--- config.mk ---
export PLATFORM = sky130hd
export DESIGN_NAME = axi4_write_master_flat
export DESIGN_NICKNAME = d
export VERILOG_FILES = /design/src/rtl/axi4_write_master_if.sv /design/src/rtl/axi4_write_master.sv /design/src/flat_wrapper.sv
export SDC_FILE = /design/constraint.sdc
export NUM_CORES = 1
export LEC_CHECK = 0
export ABC_CLOCK_PERIOD_IN_PS = 4000
export CAP_MARGIN = 30
export CELL_PAD_IN_SITES_DETAIL_PLACEMENT = 1
export CELL_PAD_IN_SITES_GLOBAL_PLACEMENT = 1
export CORE_MARGIN = 2
export CORE_UTILIZATION = 30
export DETAILED_ROUTE_END_ITERATION = 12
export GPL_TIMING_DRIVEN = 1
export MAX_ROUTING_LAYER = met4
export PLACE_DENSITY = 0.95
export SYNTH_ARGS = -nofsm -noshare
export SYNTH_HDL_FRONTEND = slang
export SYNTH_SLANG_ARGS = --single-unit
--- constraint.sdc ---
create_clock -name ACLK -period 4 [get_ports ACLK]
set_input_delay 0.8 -clock ACLK [delete_from_list [all_inputs] [get_ports ACLK]]
set_output_delay 0.8 -clock ACLK [all_outputs]
set_load 0.05 [all_outputs]
--- src/rtl/axi4_write_master_if.sv ---
// AXI4 write-channel bundle (AW, W, B) shared by the write master and its slave.
// Master drives the address/data/response-ready side; slave drives the readies and response.
interface axi4_write_master_if #(
  parameter int ADDR_WIDTH = 16,
  parameter int DATA_WIDTH = 32
);

  logic [ADDR_WIDTH-1:0] AWADDR;
  logic [7:0]            AWLEN;
  logic [2:0]            AWSIZE;
  logic [1:0]            AWBURST;
  logic                  AWVALID;
  logic                  AWREADY;

  logic [DATA_WIDTH-1:0] WDATA;
  logic                  WLAST;
  logic                  WVALID;
  logic                  WREADY;

  logic [1:0]            BRESP;
  logic                  BVALID;
  logic                  BREADY;

  modport master (
    output AWADDR, AWLEN, AWSIZE, AWBURST, AWVALID,
    input  AWREADY,
    output WDATA, WLAST, WVALID,
    input  WREADY,
    input  BRESP, BVALID,
    output BREADY
  );

  modport slave (
    input  AWADDR, AWLEN, AWSIZE, AWBURST, AWVALID,
    output AWREADY,
    input  WDATA, WLAST, WVALID,
    output WREADY,
    output BRESP, BVALID,
    input  BREADY
  );

endinterface

--- src/rtl/axi4_write_master.sv ---
// Single-outstanding AXI4 INCR write-burst master: accepts a (addr, len) command,
// streams in_data beats onto W, and reports the B response (or a 4KB-crossing error) on done.
module axi4_write_master #(
  parameter int DATA_WIDTH = 32,
  parameter int ADDR_WIDTH = 16
) (
  input  logic                  ACLK,
  input  logic                  ARESETn,

  input  logic                  cmd_valid,
  output logic                  cmd_ready,
  input  logic [ADDR_WIDTH-1:0] cmd_addr,
  input  logic [7:0]            cmd_len,

  input  logic [DATA_WIDTH-1:0] in_data,
  input  logic                  in_valid,
  output logic                  in_ready,

  output logic                  done,
  output logic [1:0]            done_resp,

  axi4_write_master_if.master   m_axi
);

  localparam int BYTES = DATA_WIDTH / 8;
  localparam int SIZE  = $clog2(BYTES);
  localparam logic [ADDR_WIDTH-1:0] ALIGN_MASK = {ADDR_WIDTH{1'b1}} << SIZE;
  localparam logic [1:0] RESP_SLVERR = 2'b10;
  localparam logic [1:0] BURST_INCR  = 2'b01;

  typedef enum logic [2:0] {
    IDLE,
    ADDR,
    DATA,
    RESP,
    ERR
  } state_t;

  state_t                state_q, state_d;
  logic [ADDR_WIDTH-1:0] addr_q,  addr_d;
  logic [7:0]            len_q,   len_d;
  logic [7:0]            cnt_q,   cnt_d;
  logic                  live_q,  live_d;

  logic                  cmd_ready_c;
  logic                  in_ready_c;
  logic                  done_c;
  logic [1:0]            done_resp_c;
  logic                  aw_valid_c;
  logic                  w_valid_c;
  logic                  w_last_c;
  logic                  b_ready_c;
  logic                  beat_c;

  // True when a burst of (len+1) beats starting at addr runs past the end of its 4KB page.
  function automatic logic crosses_4k(input logic [ADDR_WIDTH-1:0] addr,
                                      input logic [7:0]            len);
    logic [ADDR_WIDTH+11:0] ext;
    logic [13:0]            span;
    logic [13:0]            end_off;
    ext     = {12'd0, addr};
    span    = ({6'd0, len} + 14'd1) << SIZE;
    end_off = {2'b00, ext[11:0]} + span;
    return end_off > 14'd4096;
  endfunction

  // Control registers; async reset lands every one of them in a quiet IDLE.
  always_ff @(posedge ACLK or negedge ARESETn) begin
    if (!ARESETn) begin
      state_q <= IDLE;
      addr_q  <= '0;
      len_q   <= '0;
      cnt_q   <= '0;
      live_q  <= 1'b0;
    end else begin
      state_q <= state_d;
      addr_q  <= addr_d;
      len_q   <= len_d;
      cnt_q   <= cnt_d;
      live_q  <= live_d;
    end
  end

  always_comb begin
    state_d     = state_q;
    addr_d      = addr_q;
    len_d       = len_q;
    cnt_d       = cnt_q;
    live_d      = 1'b1;

    // live_q keeps cmd_ready low until the first edge after reset release.
    cmd_ready_c = (state_q == IDLE) && live_q;
    aw_valid_c  = (state_q == ADDR);
    w_valid_c   = (state_q == DATA) && in_valid;
    w_last_c    = (state_q == DATA) && (cnt_q == len_q);
    in_ready_c  = (state_q == DATA) && m_axi.WREADY;
    b_ready_c   = (state_q == RESP);
    beat_c      = w_valid_c && m_axi.WREADY;
    done_c      = 1'b0;
    done_resp_c = 2'b00;

    case (state_q)
      IDLE: begin
        if (cmd_valid && cmd_ready_c) begin
          addr_d  = cmd_addr & ALIGN_MASK;
          len_d   = cmd_len;
          state_d = crosses_4k(cmd_addr & ALIGN_MASK, cmd_len) ? ERR : ADDR;
        end
      end
      ADDR: begin
        if (m_axi.AWREADY) begin
          state_d = DATA;
          cnt_d   = 8'd0;
        end
      end
      DATA: begin
        if (beat_c) begin
          cnt_d = cnt_q + 8'd1;
          if (cnt_q == len_q) begin
            state_d = RESP;
          end
        end
      end
      RESP: begin
        if (m_axi.BVALID) begin
          done_c      = 1'b1;
          done_resp_c = m_axi.BRESP;
          state_d     = IDLE;
        end
      end
      ERR: begin
        done_c      = 1'b1;
        done_resp_c = RESP_SLVERR;
        state_d     = IDLE;
      end
      default: begin
        state_d = IDLE;
      end
    endcase
  end

  assign cmd_ready     = cmd_ready_c;
  assign in_ready      = in_ready_c;
  assign done          = done_c;
  assign done_resp     = done_resp_c;

  assign m_axi.AWADDR  = addr_q;
  assign m_axi.AWLEN   = len_q;
  assign m_axi.AWSIZE  = 3'(SIZE);
  assign m_axi.AWBURST = BURST_INCR;
  assign m_axi.AWVALID = aw_valid_c;
  assign m_axi.WDATA   = in_data;
  assign m_axi.WVALID  = w_valid_c;
  assign m_axi.WLAST   = w_last_c;
  assign m_axi.BREADY  = b_ready_c;

endmodule

--- src/flat_wrapper.sv ---
// flat-port wrapper written by rule: the top's interface ports become plain ports
module axi4_write_master_flat 
#(
  parameter int DATA_WIDTH = 32,
  parameter int ADDR_WIDTH = 16
)
  (ACLK, ARESETn, cmd_valid, cmd_ready, cmd_addr, cmd_len, in_data, in_valid, in_ready, done, done_resp, m_axi_AWADDR, m_axi_AWLEN, m_axi_AWSIZE, m_axi_AWBURST, m_axi_AWVALID, m_axi_AWREADY, m_axi_WDATA, m_axi_WLAST, m_axi_WVALID, m_axi_WREADY, m_axi_BRESP, m_axi_BVALID, m_axi_BREADY);
  axi4_write_master_if #(.ADDR_WIDTH(ADDR_WIDTH), .DATA_WIDTH(DATA_WIDTH)) m_axi_i ();
  input  logic ACLK;
  input  logic ARESETn;
  input  logic cmd_valid;
  output logic cmd_ready;
  input  logic [ADDR_WIDTH-1:0] cmd_addr;
  input  logic [7:0] cmd_len;
  input  logic [DATA_WIDTH-1:0] in_data;
  input  logic in_valid;
  output logic in_ready;
  output logic done;
  output logic [1:0] done_resp;
  output wire logic [$bits(m_axi_i.AWADDR)-1:0] m_axi_AWADDR;
  output wire logic [$bits(m_axi_i.AWLEN)-1:0] m_axi_AWLEN;
  output wire logic [$bits(m_axi_i.AWSIZE)-1:0] m_axi_AWSIZE;
  output wire logic [$bits(m_axi_i.AWBURST)-1:0] m_axi_AWBURST;
  output wire logic [$bits(m_axi_i.AWVALID)-1:0] m_axi_AWVALID;
  input wire logic [$bits(m_axi_i.AWREADY)-1:0] m_axi_AWREADY;
  output wire logic [$bits(m_axi_i.WDATA)-1:0] m_axi_WDATA;
  output wire logic [$bits(m_axi_i.WLAST)-1:0] m_axi_WLAST;
  output wire logic [$bits(m_axi_i.WVALID)-1:0] m_axi_WVALID;
  input wire logic [$bits(m_axi_i.WREADY)-1:0] m_axi_WREADY;
  input wire logic [$bits(m_axi_i.BRESP)-1:0] m_axi_BRESP;
  input wire logic [$bits(m_axi_i.BVALID)-1:0] m_axi_BVALID;
  output wire logic [$bits(m_axi_i.BREADY)-1:0] m_axi_BREADY;
  assign m_axi_AWADDR = m_axi_i.AWADDR;
  assign m_axi_AWLEN = m_axi_i.AWLEN;
  assign m_axi_AWSIZE = m_axi_i.AWSIZE;
  assign m_axi_AWBURST = m_axi_i.AWBURST;
  assign m_axi_AWVALID = m_axi_i.AWVALID;
  assign m_axi_i.AWREADY = m_axi_AWREADY;
  assign m_axi_WDATA = m_axi_i.WDATA;
  assign m_axi_WLAST = m_axi_i.WLAST;
  assign m_axi_WVALID = m_axi_i.WVALID;
  assign m_axi_i.WREADY = m_axi_WREADY;
  assign m_axi_i.BRESP = m_axi_BRESP;
  assign m_axi_i.BVALID = m_axi_BVALID;
  assign m_axi_BREADY = m_axi_i.BREADY;
  axi4_write_master #(.DATA_WIDTH(DATA_WIDTH), .ADDR_WIDTH(ADDR_WIDTH)) u_core (.ACLK(ACLK), .ARESETn(ARESETn), .cmd_valid(cmd_valid), .cmd_ready(cmd_ready), .cmd_addr(cmd_addr), .cmd_len(cmd_len), .in_data(in_data), .in_valid(in_valid), .in_ready(in_ready), .done(done), .done_resp(done_resp), .m_axi(m_axi_i));
endmodule
Word level (Yosys, flattened, before mapping). Index checks and enable logic that the tools add are counted.

Register bits: 34. Input port bits: 65. Output and inout bits: 70. Logic and storage cells: 44.

Add/subtract/negate cells: 3. Order comparisons: 1. Equal/unequal tests: 10. Multiplexer cells: 14. Reduce and logical (&&, ||, !) cells: 11.

Operator list (number): 3-bit two-way mux (6); 8-bit two-way mux (2); 8-bit case mux with 2 select lines (1); 12-bit by 14-bit adder with 14-bit output (1); 14-bit by 13-bit > comparator with 1-bit output (second input constant) (1); 3-bit case mux with 4 select lines (1); 8-bit by 1-bit adder with 9-bit output (second input constant) (1); 8-bit by 1-bit adder with 8-bit output (second input constant) (1); 8-bit == test (1); 3-bit by 2-bit == test with 1-bit output (second input constant) (2); 1-bit logical AND (6); 2-bit by 1-bit inequality test with 1-bit output (second input constant) (3); 5-bit AND reduction (1); 2-bit inequality test (second input constant) (2); 2-bit case mux with 2 select lines (1); 3-bit by 1-bit == test with 1-bit output (second input constant) (1); 3-bit == test (second input constant) (1); 3-bit logical NOT (1); 3-bit AND reduction (1); 2-bit two-way mux (1); 1-bit case mux with 2 select lines (1); 2-bit AND reduction (1); 2-bit nonzero test (1); 1-bit two-way mux (1).

Logic depth before layout (Yosys ltp). Gate-level depths: netlist (run 1).

Word-level depth: 6. Gate-level depth with buffers: 10. Depth with buffers taken out: 10.

Worst setup path before layout (run 1). No wires, ideal clock.

Path kind: flip-flop to output port. Start point: reg u_core.len_q[2], in the netlist u_core.m_axi.AWLEN[2]. End point: out m_axi_WLAST. Arrival time: 2457 ps. Required time: 3200 ps. Path slack: 743 ps. Cell stages (with the launch flop): 4. Buffers on the path: 0. Cell sequence: dfrtp_1 -> xnor2_1 -> nand2_1 -> nor4_1.

Longest elaborated chain between the ends: 2.

Ends and longest elaborated chain: from (decl) (line axi4_write_master.sv:41) `logic [7:0] len_q, len_d;`; from (signal assigned) (line axi4_write_master.sv:78) `len_q <= len_d;`; 8-bit == test (line axi4_write_master.sv:95) `w_last_c = (state_q == DATA) && (cnt_q == len_q);`; 1-bit logical AND (line axi4_write_master.sv:95); to (decl) (line flat_wrapper.sv:27) `output wire logic [$bits(m_axi_i.WLAST)-1:0] m_axi_WLAST;`.

No other way between the ends.

Final worst setup path (run 1).
Start point: in cmd_len[4]. End point: reg u_core.state_q[2].

Longest elaborated chain between the ends: 6.

Ends and longest elaborated chain: from (decl) (line flat_wrapper.sv:14) `input logic [7:0] cmd_len;`; 8-bit by 1-bit adder with 9-bit output (line axi4_write_master.sv:62) `span = ({6'd0, len} + 14'd1) << SIZE;`; 12-bit by 14-bit adder with 14-bit output (line axi4_write_master.sv:63) `end_off = {2'b00, ext[11:0]} + span;`; 14-bit by 13-bit > comparator with 1-bit output (line axi4_write_master.sv:64) `return end_off > 14'd4096;`; 3-bit two-way mux (line axi4_write_master.sv:107) `state_d = crosses_4k(cmd_addr & ALIGN_MASK, cmd_len) ? ERR : ADDR;`; 3-bit two-way mux (line axi4_write_master.sv:104) `if (cmd_valid && cmd_ready_c) begin`; 3-bit case mux with 4 select lines (line axi4_write_master.sv:102) `case (state_q)`; to (signal assigned) (line axi4_write_master.sv:76) `state_q <= state_d;`; to (decl) (line axi4_write_master.sv:39) `state_t state_q, state_d;`.

No other way between the ends. The select of a mux whose other input is x is not followed. A chain may end at the register's enable or synchronous reset.

==> flow_results.xml, run 1 <==
<?xml version="1.0" encoding="UTF-8"?>
<metrics>
  <group name="place">
    <metric name="port_buffers" unit="">61</metric>
    <metric name="pre_cts_slack" unit="ns">0.1848</metric>
    <metric name="dpl.hpwl" unit="um">5039</metric>
    <metric name="place.gp.congestion" unit="">0.8124</metric>
    <metric name="dpl_cell_area" unit="mm2">0.002960</metric>
  </group>
  <group name="layout">
    <metric name="syn_to_final_growth" unit="%">23.75</metric>
    <metric name="drive_gt1_share" unit="%">14.74</metric>
    <metric name="n_antenna_cell" unit="">0</metric>
    <metric name="final_area" unit="mm2">0.003103</metric>
    <metric name="highest_count_cells_in_the_layout_ignoring_fill_and_taps" unit="">61 x sky130_fd_sc_hd__clkdlybuf4s50_1, 34 x sky130_fd_sc_hd__dfrtp_1, 21 x sky130_fd_sc_hd__mux2_2</metric>
    <metric name="num-nets-final" unit="">363</metric>
    <metric name="layout.cells.most_common" unit="">sky130_fd_sc_hd__clkdlybuf4s50_1</metric>
  </group>
  <group name="cts">
    <metric name="cts.reportedPaths.clkPinSlew" unit="ns">0.08</metric>
    <metric name="clock_latency" unit="ns">0.30</metric>
    <metric name="post_cts.resized_instances" unit="">0</metric>
    <metric name="cts.root.buffer_cell" unit="">sky130_fd_sc_hd__clkbuf_8</metric>
    <metric name="post-cts-setup-buffer-count" unit="">0</metric>
    <metric name="cts.path.max_buffers" unit="">2</metric>
    <metric name="ctsHoldBuffers" unit="">0</metric>
    <metric name="cts.sink_count" unit="">34</metric>
    <metric name="tritoncts.num_buffers" unit="">5</metric>
    <metric name="cts_tree" unit="">done</metric>
    <metric name="htree_num_levels" unit="">2</metric>
  </group>
  <group name="pwr">
    <metric name="irDropWorstVdd" unit="mV">0.2103</metric>
    <metric name="internal_power" unit="W">0.001222</metric>
    <metric name="clkPwrFrac" unit="%">18.0</metric>
    <metric name="part_of_the_power_in_combinational_logic" unit="%">55.3</metric>
    <metric name="power_density" unit="mW/mm2">723.4</metric>
    <metric name="power.leakage" unit="nW">1.264</metric>
    <metric name="net-switching-power" unit="W">0.001023</metric>
    <metric name="switching_share" unit="%">45.56</metric>
    <metric name="sequentialPowerShare" unit="%">26.8</metric>
  </group>
  <group name="sta">
    <metric name="maxSlewViolCount" unit="">0</metric>
    <metric name="rsz_0062_raised_after_global_routing" unit="">no</metric>
    <metric name="clock.fmax" unit="MHz">284.9</metric>
    <metric name="fin_worst_hold_slack" unit="ns">0.5064</metric>
    <metric name="timing_hold_violations_final" unit="">0</metric>
    <metric name="setup_violations" unit="">0</metric>
    <metric name="finalWorstSetupSlack" unit="ns">0.4898</metric>
    <metric name="finalClockSkew" unit="ns">0.01214</metric>
    <metric name="max_slew.worst_pin.slew" unit="ns">0.5311</metric>
    <metric name="layout_worst_path_cycle_share" unit="%">87.76</metric>
    <metric name="final.min_clock_period" unit="ns">3.510</metric>
    <metric name="timing.setup.tns" unit="ns">0</metric>
    <metric name="maxSlewHeadroom" unit="%">64.51</metric>
  </group>
  <group name="drt">
    <metric name="routed-via-count" unit="">1928</metric>
    <metric name="detail_route.drc_violations" unit="">0</metric>
    <metric name="routedWlPerCell" unit="um">16.07</metric>
    <metric name="drtIter0Drc" unit="">71</metric>
    <metric name="postRouteAntennaNets" unit="">0</metric>
    <metric name="drt-total-wl" unit="um">6266</metric>
    <metric name="detail_route.vias_per_cell" unit="">4.944</metric>
    <metric name="detailedRoute.firstPassIterationCount" unit="">4</metric>
  </group>
  <group name="hold_path">
    <metric name="type_of_the_most_critical_hold_path" unit="">register to register</metric>
  </group>
  <group name="grt">
    <metric name="grt_pass1_wl" unit="um">10050</metric>
    <metric name="globalRoute.totalOverflow" unit="">0</metric>
    <metric name="number_of_antenna_violations_at_the_first_check_in_global_routing" unit="">0</metric>
    <metric name="vias_in_the_first_global_route" unit="">2052</metric>
    <metric name="grtUsageTotal" unit="%">14.75</metric>
    <metric name="grt_max_degree" unit="">35</metric>
  </group>
  <group name="synth">
    <metric name="ys_async_sr_fraction" unit="%">100.0</metric>
    <metric name="number_of_distinct_library_cells_after_synthesis" unit="">54</metric>
    <metric name="synth_area" unit="mm2">0.002507</metric>
    <metric name="syn-instance-count" unit="">253</metric>
    <metric name="synth-seq-area-share" unit="%">33.93</metric>
    <metric name="yosysWarnings" unit="">0</metric>
    <metric name="yosysTopAreaCellShare" unit="%">33.93</metric>
    <metric name="top_ff_cell_synth" unit="">sky130_fd_sc_hd__dfrtp_1</metric>
    <metric name="synth_area_per_cell" unit="um2">9.911</metric>
    <metric name="synth_top_cell_by_area" unit="">sky130_fd_sc_hd__dfrtp_1</metric>
    <metric name="synth-edff-count" unit="">0</metric>
    <metric name="ys_ff_latch" unit="">34</metric>
    <metric name="yosys-top-cells-area" unit="">sky130_fd_sc_hd__dfrtp_1 34%, sky130_fd_sc_hd__buf_4 12%, sky130_fd_sc_hd__mux2_2 9.4%</metric>
  </group>
  <group name="floorplanning">
    <metric name="core-area" unit="mm2">0.008175</metric>
    <metric name="die_h" unit="um">95.42</metric>
    <metric name="fp.dieArea" unit="mm2">0.009105</metric>
    <metric name="io_pins" unit="">135</metric>
    <metric name="die_w" unit="um">95.42</metric>
    <metric name="rows" unit="">33</metric>
    <metric name="floorplan.initialDensity" unit="%">30.67</metric>
  </group>
  <group name="setup_path">
    <metric name="timing.critical_path.to_type" unit="">register</metric>
    <metric name="worst-path-max-fanout" unit="">7</metric>
    <metric name="timing.setup.critical_path_class" unit="">input pin to register</metric>
    <metric name="critPathRequiredTime" unit="ns">4.19</metric>
    <metric name="worst-endpoint-arrival" unit="ns">3.70</metric>
    <metric name="setup.worst_path.start_class" unit="">input pin</metric>
  </group>
  <group name="flow_run">
    <metric name="cap_viol_max_count" unit="">0</metric>
  </group>
  <group name="status">
    <metric name="run_status" unit="">complete, no violations</metric>
  </group>
</metrics>
[critical path: stages]
cell and delay, ns:
sky130_fd_sc_hd__clkdlybuf4s50_1 0.55, sky130_fd_sc_hd__and3_1 0.17, sky130_fd_sc_hd__nand3_1 0.11, sky130_fd_sc_hd__or2_2 0.33, sky130_fd_sc_hd__xnor2_1 0.13, sky130_fd_sc_hd__ha_1 0.41
sky130_fd_sc_hd__o2111ai_1 0.16, sky130_fd_sc_hd__a21oi_2 0.20, sky130_fd_sc_hd__nor4b_1 0.09, sky130_fd_sc_hd__or4_4 0.55, sky130_fd_sc_hd__o21a_1 0.20
[cell usage after synthesis, types with 2 or more instances]
| master | number |
|---|---|
| sky130_fd_sc_hd__nor4_1 | 2 |
| sky130_fd_sc_hd__xnor2_1 | 16 |
| sky130_fd_sc_hd__a221oi_1 | 3 |
| sky130_fd_sc_hd__nand3_1 | 7 |
| sky130_fd_sc_hd__ha_1 | 13 |
| sky130_fd_sc_hd__and2_1 | 3 |
| sky130_fd_sc_hd__xor2_1 | 5 |
| sky130_fd_sc_hd__o211ai_1 | 4 |
| sky130_fd_sc_hd__a32o_1 | 2 |
| sky130_fd_sc_hd__nor2_1 | 17 |
| sky130_fd_sc_hd__buf_2 | 3 |
| sky130_fd_sc_hd__conb_1 | 2 |
| sky130_fd_sc_hd__buf_4 | 41 |
| sky130_fd_sc_hd__and3_1 | 7 |
| sky130_fd_sc_hd__or2_2 | 3 |
| sky130_fd_sc_hd__nand2_1 | 12 |
| sky130_fd_sc_hd__nand4_1 | 4 |
| sky130_fd_sc_hd__o21a_1 | 3 |
| sky130_fd_sc_hd__o21ai_0 | 5 |
| sky130_fd_sc_hd__nand3b_1 | 2 |
| sky130_fd_sc_hd__mux2_2 | 21 |
| sky130_fd_sc_hd__inv_1 | 7 |
| sky130_fd_sc_hd__dfrtp_1 | 34 |
| sky130_fd_sc_hd__a21oi_1 | 7 |
[cell type report]
class	instances	area (um2)
Timing Repair Buffer	63	625.6
Fill cell	938	5072
Inverter	7	26.28
Multi-Input combinational cell	173	1326
Sequential cell	34	850.8
Clock buffer	6	82.58
Clock inverter	2	60.06
Tap cell	105	131.4
[registers in the layout, summed over array words and instances (netlist names)]
register	count
u_core.live_q	1
u_core.cnt_q	8
u_core.state_q	3
u_core.m_axi.AWLEN	8
u_core.m_axi.AWADDR	14
[cells by family (layout without fill, tap and decap cells)]
group | Yosys count | in the layout | synth area share, %
other | 2 | 8 | 0.2995
muxes | 22 | 22 | 9.830
AOI/OAI and AO/OA | 41 | 41 | 12.58
xor gates and xnor gates | 21 | 21 | 7.335
DFF | 34 | 34 | 33.93
and+or+nand+nor | 67 | 67 | 14.67
adders and majority gates | 14 | 14 | 7.286
buffers and inverters | 52 | 78 | 14.07
[power groups by stage]
stage	Sequential, W	Clock, W	Combinational, W
2_1_floorplan	0.000977	0	0.000558
3_3_place_gp	0.000600	0	0.00122
3_5_place_dp	0.000611	0	0.00125
4_1_cts	0.000604	0.000414	0.00125
5_1_grt	0.000625	0.000428	0.00131
6_report	0.000601	0.000403	0.00124
[final timing paths]
check / start / end / slack, ns / cells past startpoint
max: cmd_len[4] / u_core.state_q[2] / 0.49 / 11
min: u_core.m_axi.AWADDR[5] / u_core.m_axi.AWADDR[5] / 0.51 / 1
max reg2reg: u_core.state_q[2] / u_core.state_q[0] / 2.09 / 5
min reg2reg: u_core.m_axi.AWADDR[5] / u_core.m_axi.AWADDR[5] / 0.51 / 1
max in group asynchronous: ARESETn / u_core.m_axi.AWADDR[13] / 2.74 / 2
min in group asynchronous: ARESETn / u_core.cnt_q[1] / 0.92 / 2
[routing by layer]
layer / track usage, % / routed length [um] / vias up
li1: - / - / 909
met1: 17.15 / 2661 / 969
met2: 26.00 / 3244 / 44
met3: 3.874 / 316 / 6
met4: 2.500 / 44 / 0
met5: - / 0 / -
[stage by stage]
step	util (%)	total power (W)	cells
global route	37.96	0.002367	390
global placement	36.21	0.001818	382
floorplan	-	0.001535	259
CTS	37.96	0.002271	390
finish	37.96	0.002245	390
detailed placement	36.21	0.001860	382
(Power assumes the default switching activity.)
==> run 2: changes to the inputs <==
--- a/config.mk
+++ b/config.mk
@@ -10,7 +10,8 @@
 export CELL_PAD_IN_SITES_DETAIL_PLACEMENT = 1
 export CELL_PAD_IN_SITES_GLOBAL_PLACEMENT = 1
 export CORE_MARGIN = 2
-export CORE_UTILIZATION = 30
+export CORE_UTILIZATION = 31
+export CTS_BUF_LIST = sky130_fd_sc_hd__clkbuf_4 sky130_fd_sc_hd__clkbuf_8 sky130_fd_sc_hd__clkbuf_16
 export DETAILED_ROUTE_END_ITERATION = 12
 export GPL_TIMING_DRIVEN = 1
 export MAX_ROUTING_LAYER = met4
==> flow_results.xml, run 2 (synthesis gave the netlist of run 1 again) <==
<?xml version="1.0" encoding="UTF-8"?>
<metrics>
  <group name="status">
    <metric name="run_status" unit="">complete, no violations</metric>
  </group>
  <group name="sta">
    <metric name="timing_hold_violations_final" unit="">0</metric>
    <metric name="timing.setup.tns" unit="ns">0</metric>
    <metric name="finalClockSkew" unit="ns">0.004308</metric>
    <metric name="layout_worst_path_cycle_share" unit="%">89.26</metric>
    <metric name="clock.fmax" unit="MHz">280.1</metric>
    <metric name="rsz_0062_raised_after_global_routing" unit="">no</metric>
    <metric name="maxSlewViolCount" unit="">0</metric>
    <metric name="final.min_clock_period" unit="ns">3.570</metric>
    <metric name="maxSlewHeadroom" unit="%">61.56</metric>
    <metric name="setup_violations" unit="">0</metric>
    <metric name="max_slew.worst_pin.slew" unit="ns">0.5754</metric>
  </group>
  <group name="flow_run">
    <metric name="cap_viol_max_count" unit="">0</metric>
  </group>
  <group name="setup_path">
    <metric name="reg2reg_setup_slack" unit="ns">2.12</metric>
    <metric name="crit_path_top_delay_cell" unit="">sky130_fd_sc_hd__clkdlybuf4s50_1</metric>
    <metric name="ordered_list_of_cells_on_the_worst_path" unit="">clkdlybuf4s50_1 -&gt; and3_1 -&gt; nand3_1 -&gt; or2_2 -&gt; xnor2_1 -&gt; ha_1 -&gt; o2111ai_1 -&gt; a21oi_2 -&gt; nor4b_1 -&gt; or4_4 -&gt; o21a_1</metric>
    <metric name="worst_path_largest_cell_delay" unit="ns">0.55</metric>
    <metric name="crit-reg2reg-capture" unit="">u_core.state_q[0]</metric>
    <metric name="timing.critical_path.depth" unit="">11</metric>
    <metric name="critPathRequiredTime" unit="ns">4.18</metric>
    <metric name="worst-path-buf-inv" unit="">1</metric>
    <metric name="worst_r2r_startpoint" unit="">u_core.state_q[0]</metric>
    <metric name="critical_path_destination" unit="">u_core.state_q[2]</metric>
    <metric name="timing.setup.critical_path_class" unit="">input pin to register</metric>
    <metric name="worst-endpoint-arrival" unit="ns">3.75</metric>
    <metric name="critical_path.top_delay_family" unit="">simple AND/OR/NAND/NOR gates</metric>
    <metric name="timing.critical_path.to_type" unit="">register</metric>
    <metric name="crit_path_start" unit="">cmd_len[4]</metric>
    <metric name="reg2regPathDepth" unit="">5</metric>
    <metric name="worst-path-max-fanout" unit="">7</metric>
    <metric name="setup.worst_path.start_class" unit="">input pin</metric>
  </group>
  <group name="floorplanning">
    <metric name="core-area" unit="mm2">0.007767</metric>
    <metric name="fp.dieArea" unit="mm2">0.008824</metric>
    <metric name="rows" unit="">32</metric>
    <metric name="floorplan.initialDensity" unit="%">32.28</metric>
    <metric name="die_w" unit="um">93.94</metric>
    <metric name="io_pins" unit="">135</metric>
    <metric name="die_h" unit="um">93.94</metric>
  </group>
  <group name="place">
    <metric name="place.gp.congestion" unit="">0.7900</metric>
    <metric name="port_buffers" unit="">61</metric>
    <metric name="dpl.hpwl" unit="um">5174</metric>
    <metric name="dpl_cell_area" unit="mm2">0.002957</metric>
  </group>
  <group name="grt">
    <metric name="grtUsageTotal" unit="%">15.55</metric>
    <metric name="grt_max_degree" unit="">35</metric>
    <metric name="grt_pass1_wl" unit="um">10430</metric>
    <metric name="number_of_antenna_violations_at_the_first_check_in_global_routing" unit="">0</metric>
    <metric name="globalRoute.totalOverflow" unit="">0</metric>
    <metric name="vias_in_the_first_global_route" unit="">2115</metric>
  </group>
  <group name="drt">
    <metric name="drtIter0Drc" unit="">52</metric>
    <metric name="routed-via-count" unit="">1990</metric>
    <metric name="postRouteAntennaNets" unit="">0</metric>
    <metric name="routedWlPerCell" unit="um">17.00</metric>
    <metric name="drt-total-wl" unit="um">6561</metric>
    <metric name="detail_route.vias_per_cell" unit="">5.155</metric>
    <metric name="detail_route.drc_violations" unit="">0</metric>
    <metric name="detailedRoute.firstPassIterationCount" unit="">4</metric>
  </group>
  <group name="cts">
    <metric name="clock_latency" unit="ns">0.29</metric>
    <metric name="htree_num_levels" unit="">2</metric>
    <metric name="cts.sink_count" unit="">34</metric>
    <metric name="post-cts-setup-buffer-count" unit="">0</metric>
    <metric name="post_cts.resized_instances" unit="">0</metric>
    <metric name="cts_tree" unit="">done</metric>
    <metric name="cts.path.max_buffers" unit="">2</metric>
    <metric name="ctsHoldBuffers" unit="">0</metric>
    <metric name="cts.reportedPaths.clkPinSlew" unit="ns">0.07</metric>
    <metric name="tritoncts.num_buffers" unit="">5</metric>
    <metric name="cts.root.buffer_cell" unit="">sky130_fd_sc_hd__clkbuf_8</metric>
  </group>
  <group name="layout">
    <metric name="syn_to_final_growth" unit="%">21.06</metric>
    <metric name="n_antenna_cell" unit="">0</metric>
    <metric name="layout.filler_cells" unit="">882</metric>
    <metric name="layout.cells.most_common" unit="">sky130_fd_sc_hd__clkdlybuf4s50_1</metric>
    <metric name="num-nets-final" unit="">363</metric>
    <metric name="drive_gt1_share" unit="%">14.44</metric>
    <metric name="final_area" unit="mm2">0.003035</metric>
    <metric name="highest_count_cells_in_the_layout_ignoring_fill_and_taps" unit="">61 x sky130_fd_sc_hd__clkdlybuf4s50_1, 34 x sky130_fd_sc_hd__dfrtp_1, 21 x sky130_fd_sc_hd__mux2_2</metric>
    <metric name="largest_register_ff_count" unit="">14</metric>
  </group>
  <group name="pwr">
    <metric name="power_density" unit="mW/mm2">692.1</metric>
    <metric name="irDropWorstVdd" unit="mV">0.3066</metric>
    <metric name="power.leakage" unit="nW">1.236</metric>
  </group>
  <group name="hold_path">
    <metric name="type_of_the_most_critical_hold_path" unit="">register to register</metric>
    <metric name="worstHoldStart" unit="">u_core.m_axi.AWADDR[12]</metric>
  </group>
</metrics>
[run 2: cell types whose count changed in the layout (fill, tap and decap cells not counted)]
cell,previous run,this run
sky130_fd_sc_hd__bufinv_16,2,0
sky130_fd_sc_hd__clkinv_2,0,2
sky130_fd_sc_hd__clkbuf_8,6,5
[run 2: how the worst min path moves through the flow]
stage	end	slack [ns]	cells after the start
finish	u_core.m_axi.AWADDR[12]	0.51	1
global route	u_core.m_axi.AWADDR[15]	0.53	1
CTS	u_core.m_axi.AWADDR[10]	0.52	1
detailed placement	u_core.m_axi.AWADDR[13]	0.50	1
global placement	u_core.m_axi.AWADDR[10]	0.49	1
floorplan	u_core.cnt_q[0]	0.50	0
[run 2: cell type report]
| class | count | area [um2] | share of cell area, % |
|---|---|---|---|
| Multi-Input combinational cell | 173 | 1326 | 43.69 |
| Sequential cell | 34 | 850.8 | 28.03 |
| Timing Repair Buffer | 63 | 625.6 | 20.61 |
| Tap cell | 102 | 127.6 | 4.204 |
| Clock buffer | 5 | 68.82 | 2.267 |
| Inverter | 7 | 26.28 | 0.8656 |
| Clock inverter | 2 | 10.01 | 0.3298 |
[run 2: where the power goes]
group | internal [W] | total [W] | switching [W]
registers | 0.000479 | 0.000605 | 0.000126
logic | 0.000477 | 0.00125 | 0.000770
clock network | 0.000117 | 0.000249 | 0.000132
total | 0.00107 | 0.00210 | 0.00103
[run 2: metrics by stage]
stage	hold slack [ns]	instances	worst slack (ns)	power (W)	util (%)
after floorplan	0.5044	259	0.7428	0.001535	-
after global placement	0.4905	379	0.2608	0.001817	38.06
after detailed placement	0.4985	379	0.1600	0.001865	38.06
after CTS	0.5159	386	0.4552	0.002121	39.08
after global routing	0.5314	386	0.2988	0.002214	39.08
final	0.5130	386	0.4297	0.002101	39.08
[run 2: routing by layer]
metal | share of wire, % | track usage (%)
met3 | 5.2 | 2.889
met2 | 53 | 27.08
met4 | 1.2 | 6.039
met1 | 40 | 17.68
met5 | 0 | -
